==> config.mk <==
export PLATFORM = sky130hd
export DESIGN_NAME = pwm_multichannel_generator_flat
export DESIGN_NICKNAME = d
export VERILOG_FILES = /design/src/rtl/pwm_multichannel_generator_if.sv /design/src/rtl/pwm_multichannel_generator.sv /design/src/flat_wrapper.sv
export SDC_FILE = /design/constraint.sdc
export NUM_CORES = 1
export LEC_CHECK = 0
export CELL_PAD_IN_SITES_DETAIL_PLACEMENT = 1
export CELL_PAD_IN_SITES_GLOBAL_PLACEMENT = 2
export CORE_MARGIN = 1.5
export CORE_UTILIZATION = 38
export DETAILED_ROUTE_END_ITERATION = 6
export HOLD_SLACK_MARGIN = 0.12
export MAX_ROUTING_LAYER = met4
export PLACE_DENSITY = 0.9
export RECOVER_POWER = 100
export SLEW_MARGIN = 20
export SYNTH_ARGS = -nofsm -noshare
export SYNTH_HDL_FRONTEND = slang
export SYNTH_SLANG_ARGS = --single-unit
==> constraint.sdc <==
create_clock -name CLK -period 6 [get_ports CLK]
set_input_delay 0.6 -clock CLK [delete_from_list [all_inputs] [get_ports CLK]]
set_output_delay 0.6 -clock CLK [all_outputs]
set_load 0.03 [all_outputs]
==> src/rtl/pwm_multichannel_generator_if.sv <==
// Host-side bundle for the multi-channel PWM generator: frequency select,
// packed duty values with their load strobes, per-channel enables, and the
// registered PWM outputs plus the period-start pulse.
interface pwm_multichannel_generator_if #(
   parameter int CHANNELS = 4,
   parameter int DUTY_W   = 8
);
   logic [2:0]                       Select;
   logic                             SelLoad;
   logic [CHANNELS-1:0][DUTY_W-1:0]  Duty;
   logic                             DutyLoad;
   logic [CHANNELS-1:0]              Enable;
   logic [CHANNELS-1:0]              OutputPWM;
   logic                             PeriodStart;

   modport master (
      output Select, SelLoad, Duty, DutyLoad, Enable,
      input  OutputPWM, PeriodStart
   );

   modport slave (
      input  Select, SelLoad, Duty, DutyLoad, Enable,
      output OutputPWM, PeriodStart
   );
endinterface

==> src/rtl/pwm_multichannel_generator.sv <==
// Multi-channel PWM generator: one shared prescaler and period counter,
// per-channel duty compare. Select and duty updates are double-buffered and
// switch over only at the period boundary so outputs never glitch.

// Per-channel compare and output register.
module pwm_lane #(
   parameter int DUTY_W = 8
) (
   input  logic              CLK,
   input  logic              _RST,
   input  logic [DUTY_W-1:0] cnt_nxt,
   input  logic [DUTY_W-1:0] duty_nxt,
   input  logic              en,
   output logic              pwm_q
);
   // Compare against next-cycle counter/duty so the output edge lines up
   // with PeriodStart; full-scale duty means constant high.
   logic cmp;
   assign cmp = en && ((cnt_nxt < duty_nxt) || (duty_nxt == '1));

   // Register the compare result.
   always_ff @(posedge CLK or negedge _RST) begin
      if (!_RST) pwm_q <= 1'b0;
      else       pwm_q <= cmp;
   end
endmodule

module pwm_multichannel_generator #(
   parameter int CLK_HZ   = 50000000,
   parameter int CHANNELS = 4,
   parameter int DUTY_W   = 8
) (
   input  logic                        CLK,
   input  logic                        _RST,
   pwm_multichannel_generator_if.slave bus
);
   // Clocks per period-counter tick for a given output frequency.
   function automatic logic [31:0] presc_of(input int f);
      longint q;
      q = longint'(CLK_HZ) / (longint'(f) << DUTY_W);
      if (q < 1) q = 1;
      return q[31:0];
   endfunction

   localparam logic [31:0] PRESC0 = presc_of(50);
   localparam logic [31:0] PRESC1 = presc_of(120);
   localparam logic [31:0] PRESC2 = presc_of(200);
   localparam logic [31:0] PRESC3 = presc_of(400);
   localparam logic [31:0] PRESC4 = presc_of(1000);
   localparam logic [31:0] PRESC5 = presc_of(2000);
   localparam logic [31:0] PRESC6 = presc_of(4000);
   localparam logic [2:0]  SEL_DEF = 3'd6;

   logic [31:0]                     pc, pc_nxt, presc_act;
   logic [DUTY_W-1:0]               cnt, cnt_nxt;
   logic [2:0]                      sel_act, sel_pend, sel_in;
   logic [2:0]                      sel_act_nxt, sel_pend_nxt;
   logic [CHANNELS-1:0][DUTY_W-1:0] duty_act, duty_pend;
   logic [CHANNELS-1:0][DUTY_W-1:0] duty_act_nxt, duty_pend_nxt;
   logic                            tick, boundary, period_start_q;
   logic [CHANNELS-1:0]             pwm_q;

   // Prescale value of the active select (code 7 never reaches here).
   always_comb begin
      presc_act = PRESC6;
      case (sel_act)
         3'd0:    presc_act = PRESC0;
         3'd1:    presc_act = PRESC1;
         3'd2:    presc_act = PRESC2;
         3'd3:    presc_act = PRESC3;
         3'd4:    presc_act = PRESC4;
         3'd5:    presc_act = PRESC5;
         default: presc_act = PRESC6;
      endcase
   end

   // Counter advance and double-buffer update. A load in the boundary cycle
   // lands in pending and is copied through to active on the same edge.
   always_comb begin
      tick          = (pc == presc_act - 32'd1);
      boundary      = tick && (cnt == '1);
      pc_nxt        = tick ? 32'd0 : pc + 32'd1;
      cnt_nxt       = tick ? cnt + DUTY_W'(1) : cnt;
      sel_in        = (bus.Select == 3'd7) ? 3'd6 : bus.Select;
      sel_pend_nxt  = bus.SelLoad ? sel_in : sel_pend;
      sel_act_nxt   = boundary ? sel_pend_nxt : sel_act;
      duty_pend_nxt = bus.DutyLoad ? bus.Duty : duty_pend;
      duty_act_nxt  = boundary ? duty_pend_nxt : duty_act;
   end

   // Shared counter, select and duty state.
   always_ff @(posedge CLK or negedge _RST) begin
      if (!_RST) begin
         pc             <= '0;
         cnt            <= '0;
         sel_act        <= SEL_DEF;
         sel_pend       <= SEL_DEF;
         duty_act       <= '0;
         duty_pend      <= '0;
         period_start_q <= 1'b0;
      end else begin
         pc             <= pc_nxt;
         cnt            <= cnt_nxt;
         sel_act        <= sel_act_nxt;
         sel_pend       <= sel_pend_nxt;
         duty_act       <= duty_act_nxt;
         duty_pend      <= duty_pend_nxt;
         period_start_q <= boundary;
      end
   end

   for (genvar n = 0; n < CHANNELS; n++) begin : g_lane
      pwm_lane #(.DUTY_W(DUTY_W)) u_lane (
         .CLK      (CLK),
         ._RST     (_RST),
         .cnt_nxt  (cnt_nxt),
         .duty_nxt (duty_act_nxt[n]),
         .en       (bus.Enable[n]),
         .pwm_q    (pwm_q[n])
      );
   end

   assign bus.OutputPWM   = pwm_q;
   assign bus.PeriodStart = period_start_q;
endmodule

==> src/flat_wrapper.sv <==
// flat-port wrapper written by rule: the top's interface ports become plain ports
module pwm_multichannel_generator_flat 
#(
   parameter int CLK_HZ   = 50000000,
   parameter int CHANNELS = 4,
   parameter int DUTY_W   = 8
)
  (CLK, _RST, bus_Select, bus_SelLoad, bus_Duty, bus_DutyLoad, bus_Enable, bus_OutputPWM, bus_PeriodStart);
  pwm_multichannel_generator_if #(.CHANNELS(CHANNELS), .DUTY_W(DUTY_W)) bus_i ();
  input  logic CLK;
  input  logic _RST;
  input wire logic [$bits(bus_i.Select)-1:0] bus_Select;
  input wire logic [$bits(bus_i.SelLoad)-1:0] bus_SelLoad;
  input wire logic [$bits(bus_i.Duty)-1:0] bus_Duty;
  input wire logic [$bits(bus_i.DutyLoad)-1:0] bus_DutyLoad;
  input wire logic [$bits(bus_i.Enable)-1:0] bus_Enable;
  output wire logic [$bits(bus_i.OutputPWM)-1:0] bus_OutputPWM;
  output wire logic [$bits(bus_i.PeriodStart)-1:0] bus_PeriodStart;
  assign bus_i.Select = bus_Select;
  assign bus_i.SelLoad = bus_SelLoad;
  assign bus_i.Duty = bus_Duty;
  assign bus_i.DutyLoad = bus_DutyLoad;
  assign bus_i.Enable = bus_Enable;
  assign bus_OutputPWM = bus_i.OutputPWM;
  assign bus_PeriodStart = bus_i.PeriodStart;
  pwm_multichannel_generator #(.CLK_HZ(CLK_HZ), .CHANNELS(CHANNELS), .DUTY_W(DUTY_W)) u_core (.CLK(CLK), ._RST(_RST), .bus(bus_i));
endmodule
# ---- Word level (Yosys, flattened, before mapping)
# Cells that the tools add are included.
dict set report word_totals {
  in_bits 43
  out_inout_bits 5
  regBits 115
  word_cells 53
}
dict set report classes {
  mux 7
  magnitude_cmp 4
  n_reduce_logical 10
  n_eq_ne 12
  add_sub_neg 3
}
# op count
set ops {}
lappend ops {{$mux 32} 3}
lappend ops {{$pmux 12 s6} 1}
lappend ops {{$eq 8x8->1 const B} 5}
lappend ops {{$add 32x1->32 const B} 1}
lappend ops {{$eq 32x32->1} 1}
lappend ops {{$lt 8x8->1} 4}
lappend ops {{$sub 12x1->13 const B} 1}
lappend ops {{$eq 3x3->1 const B} 3}
lappend ops {{$add 8x1->8 const B} 1}
lappend ops {{$mux 8} 1}
lappend ops {{$eq 3x2->1 const B} 2}
lappend ops {{$mux 3} 2}
lappend ops {{$logic_and 1x1->1} 5}
lappend ops {{$logic_or 1x1->1} 4}
lappend ops {{$eq 3x1->1 const B} 1}
lappend ops {{$logic_not 3->1} 1}

# ---- Depth between registers and ports, before layout
dict set report depth {
  ltp_word 9
  mapped_depth 22
  depth_no_buf 18
}

# ---- Modules after synthesis
# A second synthesis with hierarchy kept.
dict set report hier_totals {
  hier_cells 492
  area_unflattened_um2 5913.2
}
# mod cells_each area_per_inst_um2 n_inst seq_area_each_um2
set modules_own_cells {}
lappend modules_own_cells {pwm_multichannel_generator 376 4992.3 1 2782.7}
lappend modules_own_cells {pwm_lane 29 230.2 4 25.0}

# ---- Worst setup path after synthesis
# OpenSTA, ideal clock, no wires.
dict set report synth_timing {
  path_kind {reg2reg}
  startpoint {reg u_core.sel_act[2]}
  endpoint {reg u_core.g_lane[3].u_lane.pwm_q}
  required_time_ps 5899
  n_path_buf 4
  arrival_time_ps 4237
  synth_period_minus_slack_ps 4338
  slack_ps 1662
  setup_ps 101
  stages_incl_launch_ff 23
  path_cell_list {dfstp_2 buf_2 nor2_1 or2_2 ha_1 ha_1 xnor2_1 or4_1 nand3_1 a31oi_1 nand4bb_1 clkbuf_1 buf_2 buf_1 nand2_1 o21ai_0 inv_1 ha_1 a21o_1 a21o_1 a21oi_1 nand2_1 o32ai_1}
}
# element line_no
set synth_rtl {}
lappend synth_rtl {{start: declaration} pwm_multichannel_generator.sv:56} ;# logic [2:0] sel_act, sel_pend, sel_in;
lappend synth_rtl {{start signal: assignment} pwm_multichannel_generator.sv:104} ;# sel_act <= sel_act_nxt;
lappend synth_rtl {{end signal: assignment} pwm_multichannel_generator.sv:24} ;# else pwm_q <= cmp;
lappend synth_rtl {{end: declaration} pwm_multichannel_generator.sv:14} ;# output logic pwm_q

# ---- Worst setup path after layout
dict set report layout_timing {
  startpoint {reg u_core.sel_act[2]}
  endpoint {reg u_core.g_lane[1].u_lane.pwm_q}
}
dict set report layout_between {
  elab_cells_between_ends 16
  classes_between {add/sub (1); order compare (1); eq/ne (7); mux (3); reduce/logical (4)}
}
# element line_no
set layout_rtl {}
lappend layout_rtl {{$eq 3x3->1, or another cell as far along} pwm_multichannel_generator.sv:66} ;# case (sel_act)
lappend layout_rtl {{$pmux 12 s6 *} pwm_multichannel_generator.sv:66}
lappend layout_rtl {{$sub 12x1->13 *} pwm_multichannel_generator.sv:80} ;# tick = (pc == presc_act - 32'd1);
lappend layout_rtl {{$eq 32x32->1 *} pwm_multichannel_generator.sv:80}
lappend layout_rtl {{$mux 8 *} pwm_multichannel_generator.sv:83} ;# cnt_nxt = tick ? cnt + DUTY_W'(1) : cnt;
lappend layout_rtl {{net u_core.cnt_nxt[6]} pwm_multichannel_generator.sv:55} ;# logic [DUTY_W-1:0] cnt, cnt_nxt;
lappend layout_rtl {{$lt 8x8->1 *} pwm_multichannel_generator.sv:19} ;# assign cmp = en && ((cnt_nxt < duty_nxt) || (duty_nxt == '1));
lappend layout_rtl {{$logic_or 1x1->1 *} pwm_multichannel_generator.sv:19}
lappend layout_rtl {{$logic_and 1x1->1 *} pwm_multichannel_generator.sv:19}
lappend layout_rtl {{net u_core.g_lane[1].u_lane.cmp} pwm_multichannel_generator.sv:18} ;# logic cmp;
lappend layout_rtl {{end signal: assignment} pwm_multichannel_generator.sv:24}
lappend layout_rtl {{end: declaration} pwm_multichannel_generator.sv:14}
# Mark *: on every way through the listed nets, which the timed path passes. The rest lies on a longest branch.
# A chain may end at the register's enable or synchronous reset.

==> results <==
- Summing all flip-flop and latch instances after layout gives 2883 sq um.
- The area growth from synthesis to final layout is 21.23%.
- The max-cap check violation count is 2.
- The die outline width is 126.3 microns.
- The detailed router finished its first iteration with 151 violations.
- The synthesized netlist net count is 610.
- Summed over all cells, the static leakage comes to 3.366 nW.
- For this design the top-level I/O count stands at 48.
- The run finished, with violations left.
- The checks that failed: max-capacitance violations, max-slew violations.
- The footprint of the multi-input gates is 2590 sq um.
- The part of the cycle the worst path needs is 0.8597.
- The critical path in this run is classified as reg -> reg.
- The proportion of synthesized flip-flops having asynchronous set or reset is 1.000.
- For this run, the detailed router's first-pass iteration total came to 4.
- Once the clock tree was built, the setup fixing pass inserted 0 buffers.
- For this run the aggregate overflow at the end of global routing stands at 0.
- The worst path needs 5.158 ns of the cycle, external delays included.
- After synthesis the netlist holds a flip-flop and latch count of 115.
- During synthesis, Yosys emitted a total of 0 warnings.
- The total number of vias is 4149.
- The post-cts gate resize count is 0.
- Of all nets on the critical path, the largest fanout is 18.
- For the pin with the worst max-slew slack, the measured transition is 3.275 ns.
- The internal portion of the total power is 1.660 mW.
- The share of the Yosys chip area taken by registers is 0.4991.
- The share of total power consumed by net switching is 0.2357.
- The final setup violation count is 0.
- The cell occurring most often along the worst timing path is ha_1.
- The critical path goes through nor2_1, or2_2, ha_1, ha_1, xnor2_1, or4_1, a31oi_1, a31oi_1, nor2_2, clkbuf_1, nand3_1, xnor2_1, ha_1, and4_1, a21oi_1, o211ai_1, a21boi_1.
- The synthesized netlist cell count is 537.
- The number of buffers inserted during clock tree synthesis is 17.
- Entering global routing, the biggest net connects 62 pins.
- The count of standard-cell rows is 44.
- For the final routed database, the setup TNS stands at 0 ns.
- The number of flops mapped to enable cells by yosys is 0.
- Of the cells placed in the final design, the portion with a size suffix greater than 1 is 0.07731.
- The net switching power figure is 512.1 uW.
- The delay of the slowest cell on the worst path is 0.65 ns.
- In the post-route analysis, the smallest setup slack over all paths is 0.8418 ns.
- The critical-path cell with the highest stage delay is dfstp_2.
- The total count of max-transition violations in the final report was 95.
- During placement, the flow inserted port buffers numbering 47.
- The worst relative slew slack is -1.183.
- In this design, the largest share of critical-path delay is due to simple AND/OR/NAND/NOR gates.
- The worst vdd rail ir drop is 0.1934 mV.
- The number of endpoints with negative hold slack in the final report was 0.
- The H-tree was split into 4 levels.
- The CTS tree is built.
- The placed wire-length estimate after detailed placement is 9.902 mm.
- Together, buffers and inverters on the worst path number 1.
- The sequential fraction of design power is 0.404.
- The final-stage net count is 656.
- The CTS clock-pin slew for the worst setup and hold paths is 0.05 ns.
- The clock tree buffer depth is 2.
- The data arrival time at the worst-slack endpoint is 5.50 ns.
- The synthesized area is 5776 sq um.
- Dividing the synthesized area by the synthesized cell count gives 10.76 sq um.
- The first global-routing pass estimated 24.16 mm of wire.
- The number of global-route vias before repair is 4748.
- The floorplan step set the die height to 126.3 microns.
- The layout has 1588 filler cells.
- The DRC violation count after routing is 0.
- For this run, the share of the core covered by cells in the final layout is 0.4763.
- The share of total power dissipated in combinational logic is 0.098.
- After clock tree synthesis, the flow added hold-fix buffers numbering 0.
- The top achievable clock speed is 193.9 MHz.
- The worst setup slack before clock tree synthesis is 1.307 ns.
- The total routed wirelength is 14.09 mm.
- The starting utilization of the core area is 0.3929.
- The placer's final routability congestion estimate is 0.8267.
- Between clock sinks in the finished design, the worst skew comes to 0.008217 ns.
- The die footprint is 15950 sq um.
- The portion of total power attributed to the clock network is 0.498.
- Setup repair after global routing left no endpoint under its margin.
- The aggregate global-route resource usage is 0.2006.
- The wire length per cell after detailed routing is 18.09 microns.
- The count of cell types in the netlist is 50.
- The total area inside the core boundary comes to 14700 sq um.
- The later pin in the worst-skew pair is clocked with a latency of 0.42 ns.
- For this design the ratio of total power to cell area is 310.3 nW/um^2.
- In the routed layout, each cell is associated on average with a via count of 5.326.
- The repair_antennas step left the layout with diodes totalling 0.
- In this run the worst hold path is classified as reg -> reg.
- The antenna violation net count after detailed routing is 0.
- The initial antenna violation count is 0.
- Counting every sink on the clock net gives 115.
- The element type at the critical path start is a register.
- Data on the critical path is required at its endpoint by 6.34 ns.
- The most used flip-flop cell after synthesis is dfrtp_1.
- The cell sitting at the root of the clock tree is a clkbuf_16.
- STA classifies the critical path endpoint as a register.
[metrics by stage]
stage / power (mW) / cell area [sq um] / hold WS (ns) / cells
finish: 2.173 / 7002 / 0.4715 / 779
global route: 2.255 / 7002 / 0.4987 / 779
detailed placement: 1.109 / 6376 / 0.4713 / 748
global placement: 1.093 / 6376 / 0.4579 / 748
CTS: 2.206 / 7013 / 0.2989 / 779
floorplan: 1.014 / 5776 / 0.3044 / 537
[sequential cells by signal (all words and copies together), names as in the netlist]
| register | flops |
|---|---|
| u_core.bus.PeriodStart | 1 |
| u_core.cnt | 8 |
| u_core.duty_act | 32 |
| u_core.duty_pend | 32 |
| u_core.g_lane.u_lane.pwm_q | 4 |
| u_core.pc | 32 |
| u_core.sel_act | 3 |
| u_core.sel_pend | 3 |
[layout by cell type, fill, tap and decap left out, types with 5 or more instances in the layout]
| cell type | count |
|---|---|
| nand2b_1 | 6 |
| mux2_1 | 27 |
| a21oi_1 | 16 |
| and4_1 | 5 |
| ha_1 | 30 |
| mux2i_1 | 27 |
| xor2_1 | 18 |
| o21ai_0 | 15 |
| dfrtp_1 | 111 |
| nand4_1 | 22 |
| nor2_1 | 36 |
| o211ai_1 | 6 |
| dlygate4sd3_1 | 7 |
| clkbuf_1 | 5 |
| a21o_1 | 7 |
| nand2_1 | 39 |
| inv_1 | 48 |
| clkdlybuf4s50_1 | 38 |
| mux2_2 | 6 |
| nor4_1 | 6 |
| nand3_1 | 18 |
| o21a_1 | 5 |
| xnor2_1 | 24 |
| clkbuf_16 | 17 |
[power groups by stage]
stage | logic [mW] | clock network (mW) | registers [mW]
after global placement | 0.205 | 0 | 0.888
final | 0.212 | 1.08 | 0.877
after global routing | 0.237 | 1.13 | 0.885
after CTS | 0.221 | 1.11 | 0.879
after floorplan | 0.149 | 0 | 0.864
after detailed placement | 0.218 | 0 | 0.891
[worst paths after layout]
path                                            from                             to  slack, ns  cells after the start
worst max-delay path               u_core.sel_act[2]  u_core.g_lane[1].u_lane.pwm_q       0.84                     17
worst min-delay path            u_core.duty_pend[30]           u_core.duty_pend[30]       0.47                      2
worst max register to register     u_core.sel_act[2]  u_core.g_lane[1].u_lane.pwm_q       0.84                     17
worst min register to register  u_core.duty_pend[30]           u_core.duty_pend[30]       0.47                      2
max in group asynchronous                       _RST                  u_core.cnt[1]       2.01                      2
min in group asynchronous                       _RST                  u_core.pc[17]       1.28                      1
[cell usage after synthesis (2+ instances only)]
library cell  number  area (sq um)
dfstp_2            4         105.1
nor4_1             6         37.54
a21oi_1           16         80.08
nand3_1           18         90.09
o2111ai_1          3         26.28
nor2b_1            4         25.02
clkbuf_1          10         37.54
mux2i_1           27         270.3
a221oi_1           2         17.52
a21boi_1           2         15.01
a31oi_1            3         18.77
and3_1             4         25.02
or4_1              3         22.52
and4_1             5         43.79
o21a_1             5         37.54
buf_2              7         35.03
nand2b_1           6         37.54
inv_1             48         180.2
o21ai_0           14         70.07
nand2_1           39         146.4
nand4_1           22         137.6
xor2_1            18         157.7
buf_4              4         30.03
a21o_1             7         52.55
ha_1              30         375.4
nor2_1            36         135.1
xnor2_1           24         210.2
dfrtp_1          111          2778
mux2_2            33         371.6
o211ai_1           6         45.04
[worst min-delay path, cell delays in order, from the launching register on]
cell and delay (ns):
dfrtp_1 0.32, mux2i_1 0.07, inv_1 0.05
[per-layer routing]
metal | vias to the layer above | track usage | wire, microns
li1 | 1952 | - | -
met1 | 2111 | 0.2265 | 5959
met2 | 62 | 0.3458 | 7462
met3 | 24 | 0.04928 | 386
met4 | 0 | 0.07370 | 283
met5 | - | - | 0
[cell type report]
cell class	count	area share
Sequential cell	115	0.4117
Timing Repair Buffer	51	0.06880
Multi-Input combinational cell	350	0.3699
Clock buffer	23	0.06969
Tap cell	184	0.03288
Inverter	48	0.02573
Clock inverter	8	0.02127
[kinds of logic (layout without fill, tap and decap cells)]
logic type | after synthesis | count (layout) | share of synthesized area
flip-flops | 115 | 115 | 0.4991
AO/OA/AOI/OAI | 65 | 65 | 0.07279
AND/OR/NAND/NOR | 153 | 153 | 0.1358
multiplexers | 60 | 60 | 0.1111
buffers and inverters | 72 | 130 | 0.05242
adder cells (fa/ha/maj) | 30 | 30 | 0.06499
XOR/XNOR | 42 | 42 | 0.06369
No activity file was read; power rests on OpenSTA's default activity.
